`src/rtl/toggle_merger.sv`:
```
// toggle_merger: merges two toggle-encoded SFQ pulse streams into one
// toggle-encoded output. Simultaneous pulses are queued in a saturating
// pending counter and drained at one output toggle per cycle. Collisions
// are counted, and lost pulses raise a sticky overflow flag. Input
// transitions seen during the post-reset hold-off window are absorbed.
module toggle_merger #(
    parameter int CNT_W   = 4,
    parameter int COLL_W  = 8,
    parameter int HOLDOFF = 2
) (
    input  logic              clk,
    input  logic              rst,
    input  logic              in1,
    input  logic              in2,
    output logic              out,
    output logic [CNT_W-1:0]  pending,
    output logic [COLL_W-1:0] collisions,
    output logic              overflow,
    output logic              idle
);

    localparam int HC_W = (HOLDOFF < 2) ? 1 : $clog2(HOLDOFF + 1);
    localparam logic [HC_W-1:0] HOLD_LAST = HC_W'(HOLDOFF - 1);
    localparam logic [CNT_W:0]  PEND_MAX  = {1'b0, {CNT_W{1'b1}}};

    typedef enum logic {
        HOLD = 1'b0,
        RUN  = 1'b1
    } state_t;

    state_t             state_reg;
    logic [HC_W-1:0]    hold_cnt_reg;
    logic               out_reg;
    logic [CNT_W-1:0]   pending_reg;
    logic [COLL_W-1:0]  collisions_reg;
    logic               overflow_reg;

    logic [1:0]         in_vec;
    logic [1:0]         in_q_reg;
    logic [1:0]         event_vec;

    logic [1:0]         arrivals;
    logic               emit;
    logic [CNT_W:0]     sum_next;

    assign in_vec = {in2, in1};

    // Per-input delay register and transition detector; the previous level
    // is tracked in every state so hold-off transitions are absorbed.
    generate
        for (genvar gi = 0; gi < 2; gi++) begin : g_lane
            // Capture the previous input level on every edge.
            always_ff @(posedge clk or posedge rst) begin
                if (rst) begin
                    in_q_reg[gi] <= 1'b0;
                end else begin
                    in_q_reg[gi] <= in_vec[gi];
                end
            end
            assign event_vec[gi] = in_vec[gi] ^ in_q_reg[gi];
        end
    endgenerate

    // Arrivals, emission decision and the widened next pending sum.
    always_comb begin
        arrivals = {1'b0, event_vec[0]} + {1'b0, event_vec[1]};
        emit     = (pending_reg != '0);
        sum_next = {1'b0, pending_reg} + (CNT_W + 1)'(arrivals)
                   - (CNT_W + 1)'(emit);
    end

    // Hold-off / run sequencing with the merge datapath registers.
    always_ff @(posedge clk or posedge rst) begin
        if (rst) begin
            state_reg      <= HOLD;
            hold_cnt_reg   <= '0;
            out_reg        <= 1'b0;
            pending_reg    <= '0;
            collisions_reg <= '0;
            overflow_reg   <= 1'b0;
        end else begin
            case (state_reg)
                HOLD: begin
                    hold_cnt_reg <= hold_cnt_reg + 1'b1;
                    if (hold_cnt_reg == HOLD_LAST) begin
                        state_reg <= RUN;
                    end
                end
                RUN: begin
                    if (emit) begin
                        out_reg <= ~out_reg;
                    end
                    if (sum_next > PEND_MAX) begin
                        pending_reg  <= '1;
                        overflow_reg <= 1'b1;
                    end else begin
                        pending_reg <= sum_next[CNT_W-1:0];
                    end
                    if (event_vec[0] && event_vec[1] && (collisions_reg != '1)) begin
                        collisions_reg <= collisions_reg + 1'b1;
                    end
                end
                default: state_reg <= HOLD;
            endcase
        end
    end

    assign out        = out_reg;
    assign pending    = pending_reg;
    assign collisions = collisions_reg;
    assign overflow   = overflow_reg;
    assign idle       = (state_reg == RUN) && (pending_reg == '0) && (event_vec == 2'b00);

endmodule

```
`config.mk`:
```
export PLATFORM = sky130hd
export DESIGN_NAME = toggle_merger
export DESIGN_NICKNAME = d
export VERILOG_FILES = /design/src/rtl/toggle_merger.sv
export SDC_FILE = /design/constraint.sdc
export NUM_CORES = 1
export LEC_CHECK = 0
export BUFFER_PORTS_ARGS = -buffer_cell sky130_fd_sc_hd__buf_2
export CAP_MARGIN = 20
export CORE_ASPECT_RATIO = 0.75
export CORE_MARGIN = 1
export CORE_UTILIZATION = 40
export DETAILED_ROUTE_END_ITERATION = 7
export PLACE_DENSITY_LB_ADDON = 0.12
export SLEW_MARGIN = 20
export SYNTH_ARGS = -nofsm -noshare
export SYNTH_HDL_FRONTEND = slang
export SYNTH_SLANG_ARGS = --single-unit
```
`constraint.sdc`:
```
create_clock -name clk -period 3 [get_ports clk]
set_input_delay 0.3 -clock clk [delete_from_list [all_inputs] [get_ports clk]]
set_output_delay 0.3 -clock clk [all_outputs]
set_load 0.02 [all_outputs]
```
# Yosys cells after proc, flatten, opt, wreduce, memory -nomap -nowiden
# Cells that the tools add are included.
# word_totals
out_inout_bits	15
register_bits	19
word_cells	32
# op_classes
addsub	5
magnitude_cmp	1
bitwise	3
n_eq_ne	2
muxes	3
reduce_logical	10
# ops
op	n
$add A8 B1 Y8 const B	1
$ne A8 B8 Y1 const B	1
$reduce_and A2 Y1	3
$add A4 B2 Y5	1
$gt A5 B4 Y1 const B	1
$sub A5 B1 Y5	1
$logic_and A1 B1 Y1	4
$logic_not A4 Y1	1
$mux W4	1
$reduce_bool A4 Y1	1
$add A1 B1 Y2	1
$add A2 B1 Y2 const B	1
$eq A2 B1 Y1 const B	1
$logic_not A2 Y1	1
$mux W1	2
$xor A1 B1 Y1	2
$not A1 Y1	1

# Logic depth before layout (Yosys ltp)
# Gate-level depths: netlist of the first run.
# logic_depth
depth_word	6
depth_mapped	11
ltp_nobuf	11

# Worst setup path after synthesis of the first run
# No wires, ideal clock.
# synth_path
path_type	register to register
start	register pending_reg[3] (netlist: pending[3])
end	register pending_reg[2] (netlist: pending[2])
setup_ps	142
path_slack_ps	502
synth_period_minus_slack_ps	2498
path_stages_with_launch	12
required_ps	2858
t_arrival_ps	2356
path_cell_list	dfrtp_1 -> inv_1 -> ha_1 -> nand3_1 -> ha_1 -> fa_1 -> inv_1 -> fa_1 -> a21oi_1 -> o21bai_1 -> xnor2_1 -> a31oi_1
# synth_via
elab_chain_len	4
# synth_lines
item	line_no	source
start, declared	34	logic [CNT_W-1:0] pending_reg;
start signal, assigned	97	pending_reg <= sum_next[CNT_W-1:0];
$add A4 B2 Y5 or $reduce_bool A4 Y1 (tied branches)	68, 67	
$sub A5 B1 Y5 (*)	69	- (CNT_W + 1)'(emit);
$gt A5 B4 Y1	93	if (sum_next > PEND_MAX) begin
$mux W4 (*)	93	
# Mark *: on every way between the ends. The rest lies on a longest branch, timed or not.
# A chain may end at the register's enable or synchronous reset.

# Worst setup path in the final report of the first run
# layout_path
start	register pending_reg[3] (netlist: pending[3])
end	register pending_reg[3] (netlist: pending[3])
# Same word-level chain as after synthesis.

==> results.json, run 1 <==
{
  "status": "finished clean",
  "cts_resized": 0,
  "cp.required_ns": 3.16,
  "antenna_left": 0,
  "rsz0062_at_grt": "false",
  "peakVddDrop_uv": 368,
  "final_core_util_pct": 49.3,
  "final_common_cell": "dfrtp_1",
  "vias_per_cell": 4.76,
  "start_kind": "flip-flop",
  "crit_path_end_kind": "flip-flop",
  "finalSetupTns_ns": 0,
  "die_width_um": 59.9,
  "drive_gt1_share_pct": 21.2,
  "p_per_area_mw_per_mm2": 886,
  "cts_buffer_depth": 2,
  "cts_tree": "built",
  "syn_avg_cell_area_um2": 10.3,
  "die_h_um": 45.5,
  "first_iter_violations": 35,
  "vias": 723,
  "finalSetupViolations": 0,
  "fmax_mhz": 377,
  "area.growth.synth_to_final_pct": 14.8,
  "cp_num_cells": 11,
  "cts-htree-levels": 1,
  "layout_common_cells": "dfrtp_1 (19), buf_2 (18), inv_1 (14)",
  "drv_slew": 0,
  "worst_ep_arrival_time_ns": 2.82,
  "slew_headroom_pct": 52.4,
  "wl_per_cell_um": 11.7,
  "crit_path_cell_trace": "inv_1 > ha_1 > nand3_1 > ha_1 > fa_1 > inv_1 > fa_1 > a21oi_1 > o21bai_1 > xnor2_1 > a31oi_1",
  "grt_max_degree": 20,
  "min_path_type": "primary input to asynchronous set/reset pin",
  "drc_errors": 0,
  "cts_setup_buffers": 0,
  "syn_area_mm2": 0.00101,
  "final.min_clock_period_ns": 2.65,
  "ys_ff_latch": 19,
  "finalPower_uw": 1020,
  "ys_seq_area_share_pct": 47.2,
  "synth_nets": 111,
  "maxCapViolCount": 0,
  "core_area_mm2": 0.00235,
  "hold-worst-slack_ns": 0.0969,
  "drtPass1Iterations": 4,
  "grt_overflow": 0,
  "largest_register_ff_count": 8,
  "cp_top_family": "adder cells",
  "grt_pass1_wl_um": 3020,
  "final_nets": 132,
  "clk_pin_slew_worst_paths_ns": 0.11,
  "portBuffers": 18,
  "hpwl_um": 1340,
  "numClockSinks": 19,
  "rows": 15,
  "clock_latency_ns": 0.30,
  "antenna_found_initial": 0,
  "hold_viol": 0,
  "cellLeakagePower_uw": 0.000588,
  "synth_cells": 98,
  "fin_skew_ns": 0.00159,
  "setup.worst_path.class": "flip-flop to flip-flop",
  "start_util_pct": 42.9,
  "slowest_delay_ns": 0.41,
  "cts_buffers": 3,
  "finalCritPeriodShare_pct": 88.4,
  "worst_pin_slew_ns": 0.713,
  "cts_hold_buf": 0,
  "ys_warn_count": 0,
  "n_antenna_cell": 0,
  "gp_congestion": 0.824,
  "grt_use_total_pct": 15.9,
  "grt_pass1_vias": 647,
  "io_pins": 19,
  "fillerInstances": 231,
  "slowest_stage": "dfrtp_1",
  "r2r_cells": 11,
  "wirelength_um": 1780,
  "cp.buffers_inverters": 2,
  "die_area_mm2": 0.00272,
  "cp_max_fo": 5,
  "cts-root-buf": "clkbuf_4",
  "synthDistinctLibCells": 27
}
## area by class of cell
type / instances / area [µm²] / area share [%]
Timing Repair Buffer: 18 / 90.1 / 7.79
Multi-Input combinational cell: 63 / 468 / 40.5
Clock inverter: 1 / 5.00 / 0.433
Sequential cell: 19 / 475 / 41.1
Clock buffer: 3 / 22.5 / 1.95
Inverter: 14 / 52.6 / 4.55
Tap cell: 34 / 42.5 / 3.68
## logic make-up after synthesis
family | synth area share, %
buf+inv | 6.34
xor+xnor | 7.83
fa+ha+maj | 12.7
flops | 47.2
compound gates | 9.32
mux | 4.35
simple gates | 12.3
## worst register-to-register path: stages, from the launching register on
cell and delay [ns]:
dfrtp_1 0.41, inv_1 0.11, ha_1 0.15, nand3_1 0.11
ha_1 0.32, fa_1 0.19, inv_1 0.05, fa_1 0.40
a21oi_1 0.17, o21bai_1 0.09, xnor2_1 0.35, a31oi_1 0.16
## metal layers
layer | vias to the layer above | track usage (%) | wire (µm)
met3 | 2 | 6.82 | 105
met5 | - | 0 | 0
met1 | 329 | 24.2 | 956
met4 | 0 | 4.19 | 12
li1 | 376 | - | -
met2 | 16 | 20.2 | 706
## power by group
group | total, µW | switching [µW] | internal (µW)
sequential | 400 | 73.9 | 326
combinational | 496 | 294 | 203
clock | 129 | 79.4 | 49.7
total | 1020 | 447 | 578
## final timing paths
kind,to,from,slack [ns]
max,pending[3],pending[3],0.35
min reg2reg,out,out,0.48
max in group asynchronous,in_q_reg[1],rst,2.46
min,collisions[0],rst,0.1
max reg2reg,pending[3],pending[3],0.35
min in group clk,in_q_reg[1],in2,0.13
## through the flow
stage | setup WS (ns) | instance area [µm²] | instances
2_1_floorplan | 0.502 | 1010 | 98
3_3_place_gp | 0.398 | 1130 | 148
3_5_place_dp | 0.349 | 1130 | 148
4_1_cts | 0.324 | 1160 | 152
5_1_grt | 0.151 | 1160 | 152
6_report | 0.347 | 1160 | 152
## cells in the mapped netlist
master     instances  area [µm²]
mux2_1             1        11.3
o21bai_1           2        15.0
nand2_1            5        18.8
or2_2              1        6.26
nor2b_1            1        6.26
nor3_1             1        5.00
inv_1             14        52.6
mux2_2             2        22.5
mux2i_1            1        10.0
a21oi_1            4        20.0
dfrtp_1           19         475
xnor2_1            5        43.8
ha_1               7        87.6
clkbuf_1           1        3.75
buf_4              1        7.51
nand3_1            4        20.0
and3_1             1        6.26
o2111ai_1          1        8.76
a31oi_1            5        31.3
a41oi_1            1        8.76
nand2b_1           1        6.26
nor2_1             8        30.0
xor2_1             4        35.0
o21ai_0            2        10.0
nor4_1             1        6.26
nand4_1            3        18.8
fa_1               2        40.0
(Power assumes the default switching activity.)
==> run 2, diff against run 1 <==
--- a/config.mk
+++ b/config.mk
@@ -5,6 +5,7 @@
 export SDC_FILE = /design/constraint.sdc
 export NUM_CORES = 1
 export LEC_CHECK = 0
+export ABC_AREA = 1
 export BUFFER_PORTS_ARGS = -buffer_cell sky130_fd_sc_hd__buf_2
 export CAP_MARGIN = 20
 export CORE_ASPECT_RATIO = 0.75
==> run 2 against run 1 <==
Compared with the run above: cell count increased by 38%; global-route usage up 1.7 points; routed wire length is 24% higher; non-clock buffer count stayed put; final area up 17%; die area increased by 16%; first-iteration DRC count is 57% higher; via count grew 32%; worst setup slack improved by 0.079 ns; critical endpoint unchanged; highest routed layer unchanged.
==> results.json, run 2 <==
{
  "grt_overflow": 0,
  "maxCapViolCount": 0,
  "hpwl_um": 1750,
  "start_kind": "flip-flop",
  "cp.required_ns": 3.13,
  "hold-worst-slack_ns": 0.152,
  "vias": 951,
  "wirelength_um": 2200,
  "place_worst_setup_slack_ns": 0.445,
  "gp_congestion": 0.958,
  "drive_gt1_share_pct": 17.9,
  "power_frac_clock_pct": 17.2,
  "p_sw_share_pct": 43.9,
  "fin_skew_ns": 0.00131,
  "cellLeakagePower_uw": 0.000806,
  "grt_pass1_wl_um": 4120,
  "portBuffers": 18,
  "syn_avg_cell_area_um2": 7.70,
  "grt_max_degree": 20,
  "async_flop_share_pct": 100,
  "die_area_mm2": 0.00315,
  "peakVddDrop_uv": 313,
  "synth_commonest_cells": "nand2_1 (53), inv_1 (26), dfrtp_1 (19), nand3_1 (15), ha_1 (7)",
  "vias_per_cell": 4.55,
  "finalCritPeriodShare_pct": 85.8,
  "synth_ff_type": "dfrtp_1",
  "rows": 16,
  "postPlaceCellArea_mm2": 0.00130,
  "ys_warn_count": 0,
  "ys_seq_area_share_pct": 40.6,
  "clk_pin_slew_worst_paths_ns": 0.07,
  "cp_max_fo": 5,
  "synth_cells": 152,
  "synthDistinctLibCells": 21,
  "cts_hold_buf": 0,
  "cts-root-buf": "clkbuf_8",
  "synth.largest_area_cell": "dfrtp_1",
  "grt_use_total_pct": 17.6,
  "final_nets": 187,
  "synth.top_cell.area_share_pct": 40.6,
  "ys_ff_latch": 19,
  "power_switching_uw": 460,
  "min_path_type": "primary input to asynchronous set/reset pin",
  "cts-htree-levels": 1,
  "cts_tree": "built",
  "wl_per_cell_um": 10.5,
  "area.growth.synth_to_final_pct": 15.3,
  "synth_area_leaders": "dfrtp_1 (41%), nand2_1 (17%), inv_1 (8.3%)",
  "die_h_um": 48.8,
  "clock_latency_ns": 0.25,
  "drv_slew": 0,
  "setup.worst_path.class": "flip-flop to flip-flop",
  "final_common_cell": "nand2_1",
  "finalSetupTns_ns": 0,
  "power.internal_uw": 589,
  "slew_headroom_pct": 51.9,
  "fin_area_mm2": 0.00135,
  "core_area_mm2": 0.00268,
  "status": "finished clean",
  "io_pins": 19,
  "drtPass1Iterations": 4,
  "yosysMostFrequentCell": "nand2_1",
  "finalSetupViolations": 0,
  "final.min_clock_period_ns": 2.57,
  "worst_ep_arrival_time_ns": 2.71,
  "grt_pass1_vias": 885,
  "p_per_area_mw_per_mm2": 778,
  "hold_viol": 0,
  "n_antenna_cell": 0,
  "syn_area_mm2": 0.00117,
  "antenna_left": 0,
  "fmax_mhz": 388,
  "first_iter_violations": 55,
  "rsz0062_at_grt": "false",
  "crit_path_end_kind": "flip-flop",
  "die_width_um": 64.4,
  "worst_pin_slew_ns": 0.721,
  "drc_errors": 0,
  "antenna_found_initial": 0,
  "cts_buffers": 3,
  "numClockSinks": 19,
  "largest_register_ff_count": 8,
  "cts_buffer_depth": 2,
  "synth-edff-count": 0,
  "cts_resized": 0,
  "fin_ws_ns": 0.426,
  "start_util_pct": 43.6,
  "p_comb_share_pct": 47.8,
  "cts_setup_buffers": 0,
  "seqPwrFrac_pct": 35.0,
  "synth_nets": 165,
  "layout_common_cells": "nand2_1 (53), inv_1 (26), dfrtp_1 (19)"
}
-- run 2: path summary, 6_finish.rpt --
| kind | start | to | slack, ns | cells past startpoint |
|---|---|---|---|---|
| max in group asynchronous | rst | pending[1] | 2.39 | 2 |
| min in group clk | in1 | in_q_reg[0] | 0.18 | 1 |
| worst min register to register | overflow | overflow | 0.47 | 2 |
| worst max register to register | pending[3] | pending[3] | 0.43 | 12 |
| worst max-delay path | pending[3] | pending[3] | 0.43 | 12 |
| worst min-delay path | rst | collisions[0] | 0.15 | 2 |
-- run 2: cells by family (layout without fill, tap and decap cells) --
kind of cell | count (synthesis) | count (layout) | synth area share, %
AOI/OAI and AO/OA | 6 | 6 | 2.57
adders and majority gates | 9 | 9 | 10.9
and+or+nand+nor | 83 | 83 | 32.0
buffers and inverters | 29 | 50 | 9.41
DFF | 19 | 19 | 40.6
xor gates and xnor gates | 6 | 6 | 4.49
-- run 2: final cells by class --
cell class	instances	area (µm²)
Fill cell	278	1330
Multi-Input combinational cell	104	584
Sequential cell	19	475
Inverter	28	105
Timing Repair Buffer	18	90.1
Tap cell	36	45.0
Clock buffer	3	41.3
Clock inverter	1	7.51
-- run 2: critical path: stages, from the launching register on --
cell,delay [ns]
dfrtp_1,0.41
inv_1,0.13
ha_1,0.16
nand3_1,0.13
ha_1,0.37
fa_1,0.41
inv_1,0.10
fa_1,0.21
nand3_1,0.12
nand3_1,0.11
nand2_1,0.06
nand3_1,0.13
nand3_1,0.10
-- run 2: routing by layer --
| layer | global-route usage (%) | vias up | part of all wire [%] |
|---|---|---|---|
| met2 | 25.1 | 20 | 42 |
| met1 | 25.6 | 420 | 53 |
| met5 | 0 | - | 0 |
| li1 | - | 509 | - |
| met4 | 4.44 | 0 | 0.59 |
| met3 | 5.61 | 2 | 4.4 |
-- run 2: metrics by stage --
stage / util (%) / std cells / total power, µW
finish: 50.3 / 209 / 1050
global route: 50.3 / 209 / 1150
CTS: 50.3 / 209 / 1060
detailed placement: 48.5 / 205 / 873
global placement: 48.5 / 205 / 865
floorplan: - / 152 / 743
-- run 2: power groups by stage --
stage | clock network [µW] | registers, µW | logic [µW]
floorplan | 0 | 430 | 313
global placement | 0 | 371 | 494
global route | 204 | 378 | 573
CTS | 188 | 368 | 502
finish | 180 | 367 | 502
detailed placement | 0 | 373 | 500
